$ cat src/rtl/fwd_hazard_ctrl.sv
// ============================================================================
//  Module   : fwd_hazard_ctrl
//  Purpose  : EX-stage forwarding selects, load-use stall and ID/EX bubble
//             control for a 5-stage RV32I pipeline.
//  Revision : 1.0 - initial release
// ============================================================================
`default_nettype none

module fwd_hazard_ctrl #(
    parameter int RW = 5
) (
    input  logic          clk,
    input  logic          reset,
    input  logic          id_valid,
    input  logic [RW-1:0] id_rs1,
    input  logic [RW-1:0] id_rs2,
    input  logic          id_rs1_used,
    input  logic          id_rs2_used,
    input  logic [RW-1:0] id_rd,
    input  logic          id_reg_write,
    input  logic          id_mem_read,
    input  logic          ex_flush,
    output logic [1:0]    fwd_a_sel,
    output logic [1:0]    fwd_b_sel,
    output logic          stall,
    output logic          idex_bubble
);

    localparam logic [RW-1:0] c_X0 = '0;

    // ID/EX record
    logic          idex_v_q,  idex_v_d;
    logic [RW-1:0] idex_rs1_q, idex_rs1_d;
    logic [RW-1:0] idex_rs2_q, idex_rs2_d;
    logic          idex_rs1_used_q, idex_rs1_used_d;
    logic          idex_rs2_used_q, idex_rs2_used_d;
    logic [RW-1:0] idex_rd_q, idex_rd_d;
    logic          idex_rw_q, idex_rw_d;
    logic          idex_mr_q, idex_mr_d;
    // EX/MEM record
    logic          exm_v_q,  exm_v_d;
    logic [RW-1:0] exm_rd_q, exm_rd_d;
    logic          exm_rw_q, exm_rw_d;
    logic          exm_mr_q, exm_mr_d;
    // MEM/WB record
    logic          mwb_v_q,  mwb_v_d;
    logic [RW-1:0] mwb_rd_q, mwb_rd_d;
    logic          mwb_rw_q, mwb_rw_d;

    logic          w_hz;
    logic          w_exm_prod;
    logic          w_mwb_prod;
    logic [RW-1:0] w_src    [2];
    logic          w_used   [2];
    logic [1:0]    w_sel    [2];

    // Load-use: the load in EX has no data until MEM completes, so the consumer in ID waits a cycle.
    assign w_hz = id_valid & idex_v_q & idex_mr_q & (idex_rd_q != c_X0)
                & ((id_rs1_used & (id_rs1 == idex_rd_q))
                 | (id_rs2_used & (id_rs2 == idex_rd_q)));

    assign stall       = w_hz & ~ex_flush;
    assign idex_bubble = stall | ex_flush;

    assign w_exm_prod = exm_v_q & exm_rw_q & (exm_rd_q != c_X0);
    assign w_mwb_prod = mwb_v_q & mwb_rw_q & (mwb_rd_q != c_X0);

    assign w_src[0]  = idex_rs1_q;
    assign w_src[1]  = idex_rs2_q;
    assign w_used[0] = idex_rs1_used_q;
    assign w_used[1] = idex_rs2_used_q;

    generate
        for (genvar g = 0; g < 2; g++) begin : g_operand
            logic w_exm_hit;
            logic w_mwb_hit;
            assign w_exm_hit = idex_v_q & w_used[g] & w_exm_prod & (exm_rd_q == w_src[g]);
            assign w_mwb_hit = idex_v_q & w_used[g] & w_mwb_prod & (mwb_rd_q == w_src[g]);
            assign w_sel[g]  = w_exm_hit ? 2'b01 : (w_mwb_hit ? 2'b10 : 2'b00);
        end
    endgenerate

    assign fwd_a_sel = w_sel[0];
    assign fwd_b_sel = w_sel[1];

    always_comb begin
        idex_v_d        = id_valid & ~idex_bubble;
        idex_rs1_d      = id_rs1;
        idex_rs2_d      = id_rs2;
        idex_rs1_used_d = id_rs1_used;
        idex_rs2_used_d = id_rs2_used;
        idex_rd_d       = id_rd;
        idex_rw_d       = id_reg_write;
        idex_mr_d       = id_mem_read;

        exm_v_d  = idex_v_q;
        exm_rd_d = idex_rd_q;
        exm_rw_d = idex_rw_q;
        exm_mr_d = idex_mr_q;

        mwb_v_d  = exm_v_q;
        mwb_rd_d = exm_rd_q;
        mwb_rw_d = exm_rw_q;
    end

    always_ff @(posedge clk) begin
        if (reset) begin
            idex_v_q        <= 1'b0;
            idex_rs1_q      <= '0;
            idex_rs2_q      <= '0;
            idex_rs1_used_q <= 1'b0;
            idex_rs2_used_q <= 1'b0;
            idex_rd_q       <= '0;
            idex_rw_q       <= 1'b0;
            idex_mr_q       <= 1'b0;
            exm_v_q         <= 1'b0;
            exm_rd_q        <= '0;
            exm_rw_q        <= 1'b0;
            exm_mr_q        <= 1'b0;
            mwb_v_q         <= 1'b0;
            mwb_rd_q        <= '0;
            mwb_rw_q        <= 1'b0;
        end else begin
            idex_v_q        <= idex_v_d;
            idex_rs1_q      <= idex_rs1_d;
            idex_rs2_q      <= idex_rs2_d;
            idex_rs1_used_q <= idex_rs1_used_d;
            idex_rs2_used_q <= idex_rs2_used_d;
            idex_rd_q       <= idex_rd_d;
            idex_rw_q       <= idex_rw_d;
            idex_mr_q       <= idex_mr_d;
            exm_v_q         <= exm_v_d;
            exm_rd_q        <= exm_rd_d;
            exm_rw_q        <= exm_rw_d;
            exm_mr_q        <= exm_mr_d;
            mwb_v_q         <= mwb_v_d;
            mwb_rd_q        <= mwb_rd_d;
            mwb_rw_q        <= mwb_rw_d;
        end
    end

endmodule

`default_nettype wire

$ cat config.mk
export PLATFORM = sky130hd
export DESIGN_NAME = fwd_hazard_ctrl
export DESIGN_NICKNAME = d
export VERILOG_FILES = /design/src/rtl/fwd_hazard_ctrl.sv
export SDC_FILE = /design/constraint.sdc
export NUM_CORES = 1
export LEC_CHECK = 0
export BUFFER_PORTS_ARGS = -buffer_cell sky130_fd_sc_hd__buf_2
export CORE_AREA = 10 10 66 68
export CTS_BUF_LIST = sky130_fd_sc_hd__clkbuf_8
export CTS_CLUSTER_SIZE = 12
export DETAILED_ROUTE_END_ITERATION = 8
export DIE_AREA = 0 0 76 78
export HOLD_SLACK_MARGIN = 0.02
export PLACE_DENSITY = 0.77
export RECOVER_POWER = 100
export SYNTH_ARGS = -nofsm -noshare
export SYNTH_HDL_FRONTEND = slang
export SYNTH_SLANG_ARGS = --single-unit
export TNS_END_PERCENT = 20
$ cat constraint.sdc
create_clock -name clk -period 2.5 [get_ports clk]
set_clock_uncertainty 0.15 [all_clocks]
set_input_delay 0 -clock clk [delete_from_list [all_inputs] [get_ports clk]]
set_output_delay 0 -clock clk [all_outputs]
set_load 0.005 [all_outputs]
==> flow_summary.ini, run 1 <==
[worst_setup_path]
end_kind = flop
worstPathRequired_ns = 2.52
path_common_cell = dlygate4sd3_1
start_kind = input pin
path_class = input pin to flop
worstPathCellList = dlygate4sd3_1, clkbuf_1, xor2_1, nor4_1, a32oi_1, o211a_1, dlygate4sd3_1
cp.arrival_ns = 2.16
crit_path_end = exm_v_d$_SDFF_PP0_
crit_path_max_incr_delay_ns = 0.55
ff2ff_setup_slack_ns = 0.37
crit_path_max_fanout = 3
reg2reg_depth = 5
r2r-end = exm_v_d$_SDFF_PP0_
reg2reg_from = exm_rd_d[4]$_SDFF_PP0_
crit_slowest_cell = dlygate4sd3_1
crit_start = id_rs1[4]

[global_route]
grt-ovfl-total = 0
antenna_found_initial = 0
grt_start_max_net_pins = 35
grt_pass1_wl_mm = 5.22
grt_use_met3_pct = 3.57
grt_pass1_vias = 1141
globalRouteMet1Util_pct = 11.1
gr-max-usage-layer = met2
use_met2_pct = 18.5
track_usage_pct = 11.0

[power]
switchingPower_uw = 255
vdd_drop_max_uv = 320
intPower_uw = 857
p_seq_share_pct = 52.9
power.share.clock_pct = 36.3
leakage_nw = 0.706
p_comb_share_pct = 10.8
swShare_pct = 22.9
powerDensity_nw_per_um2 = 616

[clock_tree]
tritoncts = yes
h-tree-depth = 2
insertion_delay_ns = 0.28
clock-root-buffer = clkbuf_8
clock_sinks = 34
cts_buffer_depth = 2
cts_inserted_buffers = 5
clk_pin_slew_ns = 0.06
cts_resized = 0

[finish]
synthToLayoutAreaGrowth_pct = 33.0
mostFrequentLayoutCell = dfxtp_1
drive_gt1_share_pct = 11.7
final_cell_area_um2 = 1810
layout_common_cells = dfxtp_1, nor2b_1, dlygate4sd3_1
antenna_cells = 0
layout.nets = 202

[floorplan]
rows = 21
die_h_um = 78
core_area_um2 = 3180
io_pins = 29
dieArea_um2 = 5930
start_util_pct = 42.7
die_w_um = 76

[detailed_routing]
first_iter_violations = 52
drc = 0
final_antenna_net_count = 0
num_vias = 1022
drt-vias-per-instance = 4.52
drtPass1Iterations = 4
wl_mm = 2.97
avgRoutedWirePerCell_um = 13.1

[placed_design]
io_buffer_count = 28
placed_area_um2 = 1530
globalplace.congestion = 0.922
place_hpwl_mm = 2.31

[sta]
finalHoldViolCount = 0
layout_min_cycle_time_ns = 2.15
rsz0062_at_grt = false
setup_viol = 0
slew_violations = 0
maxSlewHeadroom_pct = 60.9
final.setup.tns_ns = 0
min_period_over_period_pct = 85.9
worst_pin_slew_ns = 0.587
clock.fmax_ghz = 0.466

[synth]
avgSynthCellArea_um2 = 10.6
synth.distinct_cells = 20
synth_top_area_share_pct = 50.1
yosysTopAreaCell = dfxtp_1
synth_fp_nets = 151
ys_seq_area_share_pct = 50.1
synthTopCellsByArea = dfxtp_1, nor2b_1, xnor2_1
ys_warn_count = 0
syn_area_um2 = 1360
syn_inst = 128
ys_ff_latch = 34

[min_path]
worstHoldStart = reset
hold_path.class = input pin to flop

[status]
status = finished, final reports clean

[job]
drv_cap = 0
-- cells by family (layout without fill, tap and decap cells) --
kind of cell    after synthesis  after routing  share of synthesized area (%)
buf+inv                       5             57                           1.94
flops                        34             34                           50.1
simple gates                 53             53                           24.1
compound gates                6              6                           4.52
xor+xnor                     30             30                           19.4
-- synthesized netlist by cell type (all sizes together) --
| cell | number |
|---|---|
| nor4 | 4 |
| dfxtp | 34 |
| xnor2 | 18 |
| o211a | 1 |
| nor2 | 3 |
| xor2 | 12 |
| o21bai | 1 |
| nor3 | 1 |
| o211ai | 2 |
| o2111ai | 1 |
| or4 | 5 |
| nand2 | 2 |
| buf | 2 |
| a32oi | 1 |
| nand4 | 4 |
| nor2b | 33 |
| clkbuf | 3 |
| and2 | 1 |
-- through the flow --
step,utilization (%),hold slack [ns],setup WS [ns],std cells,power [mW]
finish,56.8,0.0594,0.353,226,1.11
global route,56.8,0.0907,0.294,226,1.17
CTS,57.6,0.0495,0.344,226,1.13
detailed placement,48.1,0.0661,0.914,197,0.700
global placement,48.1,0.0579,0.950,197,0.696
floorplan,-,-0.114,1.10,128,0.659
-- worst min-delay path by stage --
stage,cells after the start,end
2_1_floorplan,1,stall
3_3_place_gp,2,exm_rw_d$_SDFF_PP0_
3_5_place_dp,2,exm_rd_d[2]$_SDFF_PP0_
4_1_cts,2,exm_rw_q$_SDFF_PP0_
5_1_grt,2,mwb_rd_q[1]$_SDFF_PP0_
6_report,2,mwb_rw_q$_SDFF_PP0_
-- final cells by class --
type	instances	area [um^2]
Fill cell	289	1370
Clock buffer	6	82.6
Clock inverter	2	8.76
Multi-Input combinational cell	89	646
Sequential cell	34	681
Tap cell	46	57.6
Timing Repair Buffer	49	330
-- sequential cells by signal, summed over array words and instances (netlist names), 5 cells and up --
signal,cells
mwb_rd_q,5
idex_rs1_q,5
idex_rs2_q,5
exm_rd_q,5
exm_rd_d,5
-- metal layers --
layer / share of wire, % / vias to the layer above
met5: 0 / -
met4: 3.8 / 0
met3: 3.8 / 9
met2: 51 / 23
met1: 42 / 468
li1: - / 522
-- worst max-delay path, delay by kind of cell --
| kind | cells | cell delay (ns) |
|---|---|---|
| xor+xnor | 1 | 0.16 |
| buf+inv | 3 | 1.22 |
| compound gates | 2 | 0.46 |
| simple gates | 1 | 0.34 |
-- timing repair --
action	4_1_cts	5_1_grt
hold buffers	21	0
endpoints found under the setup margin	0	0
buffers inserted	0	0
endpoints found under the hold margin	20	0
-- power by group through the flow --
stage	sequential [mW]	clock, mW	combinational [mW]
3_3_place_gp	0.600	0	0.0965
2_1_floorplan	0.595	0	0.0636
4_1_cts	0.589	0.415	0.124
5_1_grt	0.591	0.441	0.133
3_5_place_dp	0.601	0	0.0987
6_report	0.588	0.403	0.120
(Power assumes the default switching activity.)
==> inputs of run 2 (changes only) <==
--- a/config.mk
+++ b/config.mk
@@ -6,13 +6,13 @@
 export NUM_CORES = 1
 export LEC_CHECK = 0
 export BUFFER_PORTS_ARGS = -buffer_cell sky130_fd_sc_hd__buf_2
-export CORE_AREA = 10 10 66 68
+export CORE_AREA = 10 10 61 63
 export CTS_BUF_LIST = sky130_fd_sc_hd__clkbuf_8
 export CTS_CLUSTER_SIZE = 12
 export DETAILED_ROUTE_END_ITERATION = 8
-export DIE_AREA = 0 0 76 78
+export DIE_AREA = 0 0 71 73
 export HOLD_SLACK_MARGIN = 0.02
-export PLACE_DENSITY = 0.77
+export PLACE_DENSITY = 0.88
 export RECOVER_POWER = 100
 export SYNTH_ARGS = -nofsm -noshare
 export SYNTH_HDL_FRONTEND = slang
==> run 2 against run 1 <==
Net effect: utilization is 11 points higher; non-clock buffer count stayed put; maximum frequency is 2.8% higher; routed wire length is 3.2% lower; count of clock-buffer cells in the layout stayed put; sequential share of layout area is 0.53 points higher; via count is 0.98% lower; largest cell class unchanged; die area is 13% lower; first-iteration DRC count is 38% lower; highest routed layer unchanged.
==> flow_summary.ini, run 2 (synthesis results as in run 1) <==
[status]
status = finished, final reports clean

[sta]
maxSlewHeadroom_pct = 62.4
rsz0062_at_grt = false
finalHoldViolCount = 0
layout_min_cycle_time_ns = 2.09
min_period_over_period_pct = 83.5
worst_pin_slew_ns = 0.564
setup_viol = 0
final.setup.tns_ns = 0
clock.fmax_ghz = 0.479
slew_violations = 0

[clock_tree]
cts_buffer_depth = 2
clock_sinks = 34
insertion_delay_ns = 0.28
clk_pin_slew_ns = 0.06
tritoncts = yes
cts_inserted_buffers = 5
clock-root-buffer = clkbuf_8
h-tree-depth = 2
cts_resized = 0

[worst_setup_path]
cp.arrival_ns = 2.17
reg2reg_depth = 4
worstPathRequired_ns = 2.58
ff2ff_setup_slack_ns = 0.41
path_class = flop to flop
crit_path_max_fanout = 4
end_kind = flop
crit_path_end = exm_v_d$_SDFF_PP0_
r2r-end = exm_v_d$_SDFF_PP0_
start_kind = flop
crit_start = exm_rd_d[1]$_SDFF_PP0_
reg2reg_from = exm_rd_d[1]$_SDFF_PP0_

[placed_design]
place_hpwl_mm = 2.05
globalplace.congestion = 0.897
io_buffer_count = 28
dp_cells = 182

[detailed_routing]
wl_mm = 2.87
drt-vias-per-instance = 4.80
drc = 0
drtPass1Iterations = 4
avgRoutedWirePerCell_um = 13.6
first_iter_violations = 32
num_vias = 1012
final_antenna_net_count = 0

[global_route]
grt_pass1_vias = 1128
track_usage_pct = 12.0
grt_start_max_net_pins = 35
grt-ovfl-total = 0
antenna_found_initial = 0
grt_pass1_wl_mm = 4.90

[job]
drv_cap = 0

[finish]
synthToLayoutAreaGrowth_pct = 31.2
fin_cells = 211
layout_common_cells = dfxtp_1, nor2b_1, dlygate4sd3_1
drive_gt1_share_pct = 11.7
layout.nets = 202
antenna_cells = 0
mostFrequentLayoutCell = dfxtp_1

[power]
powerDensity_nw_per_um2 = 623
leakage_nw = 0.711
vdd_drop_max_uv = 530

[floorplan]
core_area_um2 = 2620
die_w_um = 71
rows = 19
dieArea_um2 = 5180
start_util_pct = 51.9
die_h_um = 73
io_pins = 29

[min_path]
hold_path.class = input pin to flop
worstHoldStart = reset
-- run 2: cell count changes in the layout (fill, tap and decap cells not counted) --
cell	previous run	this run
o2111ai_1	0	1
nor2b_1	32	33
buf_2	12	14
o2111ai_2	1	0
nor2b_2	1	0
clkbuf_1	16	14
-- run 2: where the power goes --
group | switching (mW) | internal, mW
clock network | 0.186 | 0.218
logic | 0.0441 | 0.0731
registers | 0.0219 | 0.566
-- run 2: cell type report --
| type | instances | area [um^2] |
|---|---|---|
| clock inverters | 2 | 8.76 |
| flip-flops and latches | 34 | 681 |
| multi-input cells | 89 | 637 |
| repair buffers | 49 | 333 |
| clock buffers | 6 | 82.6 |
| well taps | 31 | 38.8 |
| fillers | 220 | 835 |
-- run 2: timing repair --
action | CTS | global route
buffers inserted | 0 | 0
endpoints found under the hold margin | 20 | 0
hold buffers | 21 | 0
-- run 2: how the worst min path moves through the flow --
stage	end	slack, ns	depth (start not counted)
5_1_grt	exm_rw_q$_SDFF_PP0_	0.07	2
2_1_floorplan	stall	-0.11	1
3_3_place_gp	exm_mr_d$_SDFF_PP0_	0.06	2
3_5_place_dp	exm_rd_d[1]$_SDFF_PP0_	0.07	2
4_1_cts	mwb_rd_q[2]$_SDFF_PP0_	0.05	2
6_report	mwb_rd_q[0]$_SDFF_PP0_	0.05	2
-- run 2: per-stage QoR --
| stage | worst slack (ns) | cell area [um^2] | utilization, % | power, mW | hold WS (ns) |
|---|---|---|---|---|---|
| floorplan | 1.10 | 1360 | - | 0.659 | -0.114 |
| global placement | 1.00 | 1510 | 57.8 | 0.692 | 0.0581 |
| CTS | 0.452 | 1810 | 69.3 | 1.12 | 0.0478 |
| global route | 0.354 | 1780 | 68.1 | 1.16 | 0.0717 |
| finish | 0.412 | 1780 | 68.1 | 1.11 | 0.0488 |
| detailed placement | 0.972 | 1510 | 57.8 | 0.697 | 0.0655 |
-- run 2: metal layers --
| layer | up-vias | share of wire [%] | wire [um] | track usage (%) |
|---|---|---|---|---|
| met5 | - | 0 | 0 | 0 |
| met4 | 0 | 2.0 | 57 | 7.74 |
| met3 | 5 | 7.7 | 220 | 6.26 |
| met2 | 29 | 52 | 1480 | 21.1 |
| met1 | 458 | 39 | 1110 | 10.7 |
| li1 | 520 | - | - | - |
-- run 2: worst max-delay path, stage by stage (launching register included) --
cell and delay, ns:
dfxtp_1 0.34, or4_1 0.55, o2111ai_1 0.28, o211a_1 0.18, dlygate4sd3_1 0.54
==> inputs of run 3 (changes only) <==
--- a/config.mk
+++ b/config.mk
@@ -6,13 +6,13 @@
 export NUM_CORES = 1
 export LEC_CHECK = 0
 export BUFFER_PORTS_ARGS = -buffer_cell sky130_fd_sc_hd__buf_2
-export CORE_AREA = 10 10 61 63
+export CORE_AREA = 10 10 64 66
 export CTS_BUF_LIST = sky130_fd_sc_hd__clkbuf_8
 export CTS_CLUSTER_SIZE = 12
 export DETAILED_ROUTE_END_ITERATION = 8
-export DIE_AREA = 0 0 71 73
+export DIE_AREA = 0 0 74 76
 export HOLD_SLACK_MARGIN = 0.02
-export PLACE_DENSITY = 0.88
+export PLACE_DENSITY = 0.84
 export RECOVER_POWER = 100
 export SYNTH_ARGS = -nofsm -noshare
 export SYNTH_HDL_FRONTEND = slang
==> constraint.sdc (replaced) <==
create_clock -name clk -period 1.9 [get_ports clk]
set_clock_uncertainty 0.15 [all_clocks]
set_input_delay 0 -clock clk [delete_from_list [all_inputs] [get_ports clk]]
set_output_delay 0 -clock clk [all_outputs]
set_load 0.005 [all_outputs]
==> run 3 against run 2 <==
Net effect: die area grew 8.5%; worst hold slack better by 0.015 ns; first-iteration DRC count increased by 34%; critical path type is now flop to output pin; critical endpoint is now fwd_b_sel[1].
==> flow_summary.ini, run 3 (synthesis results as in run 1) <==
[floorplan]
die_w_um = 74
die_h_um = 76
rows = 20
start_util_pct = 46.4
io_pins = 29
dieArea_um2 = 5620
core_area_um2 = 2930

[global_route]
globalRouteMet1Util_pct = 11.1
gr-max-usage-layer = met2
grt_pass1_wl_mm = 5.00
grt_pass1_vias = 1148
grt_start_max_net_pins = 35
grt_use_met3_pct = 5.99
track_usage_pct = 11.0
use_met2_pct = 17.4
grt-ovfl-total = 0
antenna_found_initial = 0

[power]
vdd_drop_max_uv = 623
p_seq_share_pct = 54.9
powerDensity_nw_per_um2 = 775
p_comb_share_pct = 11.5
swShare_pct = 23.3
power.share.clock_pct = 33.6
p_total_mw = 1.42
intPower_mw = 1.09
switchingPower_uw = 329
leakage_nw = 0.726

[detailed_routing]
final_antenna_net_count = 0
first_iter_violations = 43
drtPass1Iterations = 4
num_vias = 1044
drc = 0
wl_mm = 3.02
drt-vias-per-instance = 4.90
avgRoutedWirePerCell_um = 14.2

[clock_tree]
h-tree-depth = 2
insertion_delay_ns = 0.28
clock_sinks = 34
cts_inserted_buffers = 5
clk_pin_slew_ns = 0.06
tritoncts = yes
cts_buffer_depth = 2
clock-root-buffer = clkbuf_8

[worst_setup_path]
reg2reg_from = exm_rd_d[1]$_SDFF_PP0_
r2r-end = exm_v_d$_SDFF_PP0_
end_kind = output pin
crit_path_max_fanout = 4
ff2ff_setup_slack_ns = 0.37
path_class = flop to output pin
worstPathRequired_ns = 1.75
cp.arrival_ns = 1.70
reg2reg_depth = 3
start_kind = flop
crit_start = exm_rd_q[1]$_SDFF_PP0_
crit_path_end = fwd_b_sel[1]

[finish]
final_cell_area_um2 = 1830
layout.nets = 203
fillers = 236
synthToLayoutAreaGrowth_pct = 34.7
layout_common_cells = nor2b_1, dfxtp_1, dlygate4sd3_1
drive_gt1_share_pct = 18.3
antenna_cells = 0
mostFrequentLayoutCell = nor2b_1

[sta]
setup_viol = 0
rsz0062_at_grt = true
finalHoldViolCount = 0
clock.fmax_ghz = 0.542
slew_violations = 0
hold_slack_ns = 0.0642
min_period_over_period_pct = 97.2
worst_pin_slew_ns = 0.583
maxSlewHeadroom_pct = 61.2
layout_min_cycle_time_ns = 1.85

[placed_design]
placed_area_um2 = 1510
globalplace.congestion = 0.885
place_hpwl_mm = 2.18
io_buffer_count = 28

[status]
status = finished, final reports clean

[min_path]
hold_path.class = input pin to flop
worstHoldStart = reset

[job]
drv_cap = 0
run 3: cell count changes in the layout (fill, tap and decap cells not counted), sizes merged:
cell,delta
clkbuf,-4
buf,+4
clkinv,-1
inv,+1
run 3: worst max-delay path: stages, from the launching register on:
cell	delay [ns]
dfxtp_1	0.34
or4_4	0.56
o211ai_4	0.23
nor4_2	0.09
nor2_1	0.09
buf_2	0.11
run 3: cell type report:
| cell class | count | area [um^2] | area share [%] |
|---|---|---|---|
| clock buffers | 5 | 68.8 | 3.76 |
| clock inverters | 2 | 7.51 | 0.411 |
| multi-input cells | 89 | 682 | 37.3 |
| flip-flops and latches | 34 | 684 | 37.4 |
| repair buffers | 50 | 344 | 18.8 |
| well taps | 33 | 41.3 | 2.26 |
run 3: layer usage:
metal	wire, um	share of wire, %
met1	1230	41
met2	1430	47
met3	284	9.4
met4	81	2.7
met5	0	0
run 3: worst min path at each step:
stage,to,depth (start not counted)
global route,exm_rd_q[0]$_SDFF_PP0_,2
floorplan,stall,1
finish,mwb_rd_q[1]$_SDFF_PP0_,2
global placement,exm_rw_d$_SDFF_PP0_,2
detailed placement,exm_mr_d$_SDFF_PP0_,2
CTS,exm_mr_d$_SDFF_PP0_,2
run 3: through the flow:
stage / setup slack (ns) / utilization [%] / TNS (ns) / std cells
floorplan: 0.497 / - / 0 / 128
global placement: 0.425 / 51.7 / 0 / 184
detailed placement: 0.342 / 51.7 / 0 / 184
CTS: 0.0650 / 61.5 / 0 / 212
global route: -0.0444 / 62.4 / -0.0904 / 213
finish: 0.0540 / 62.4 / 0 / 213
run 3: timing repair:
item                                    CTS  global route
resized for setup                         0             8
endpoints found under the setup margin    0             4
setup buffers                             0             1
hold buffers                             21             0
hold endpoints to repair                 20             0
run 3: power groups by stage:
| stage | clock [mW] | combinational, mW | sequential, mW |
|---|---|---|---|
| 6_report | 0.475 | 0.163 | 0.777 |
| 5_1_grt | 0.503 | 0.181 | 0.781 |
| 4_1_cts | 0.481 | 0.158 | 0.777 |
| 3_5_place_dp | 0 | 0.125 | 0.793 |
| 3_3_place_gp | 0 | 0.121 | 0.790 |
| 2_1_floorplan | 0 | 0.0837 | 0.783 |
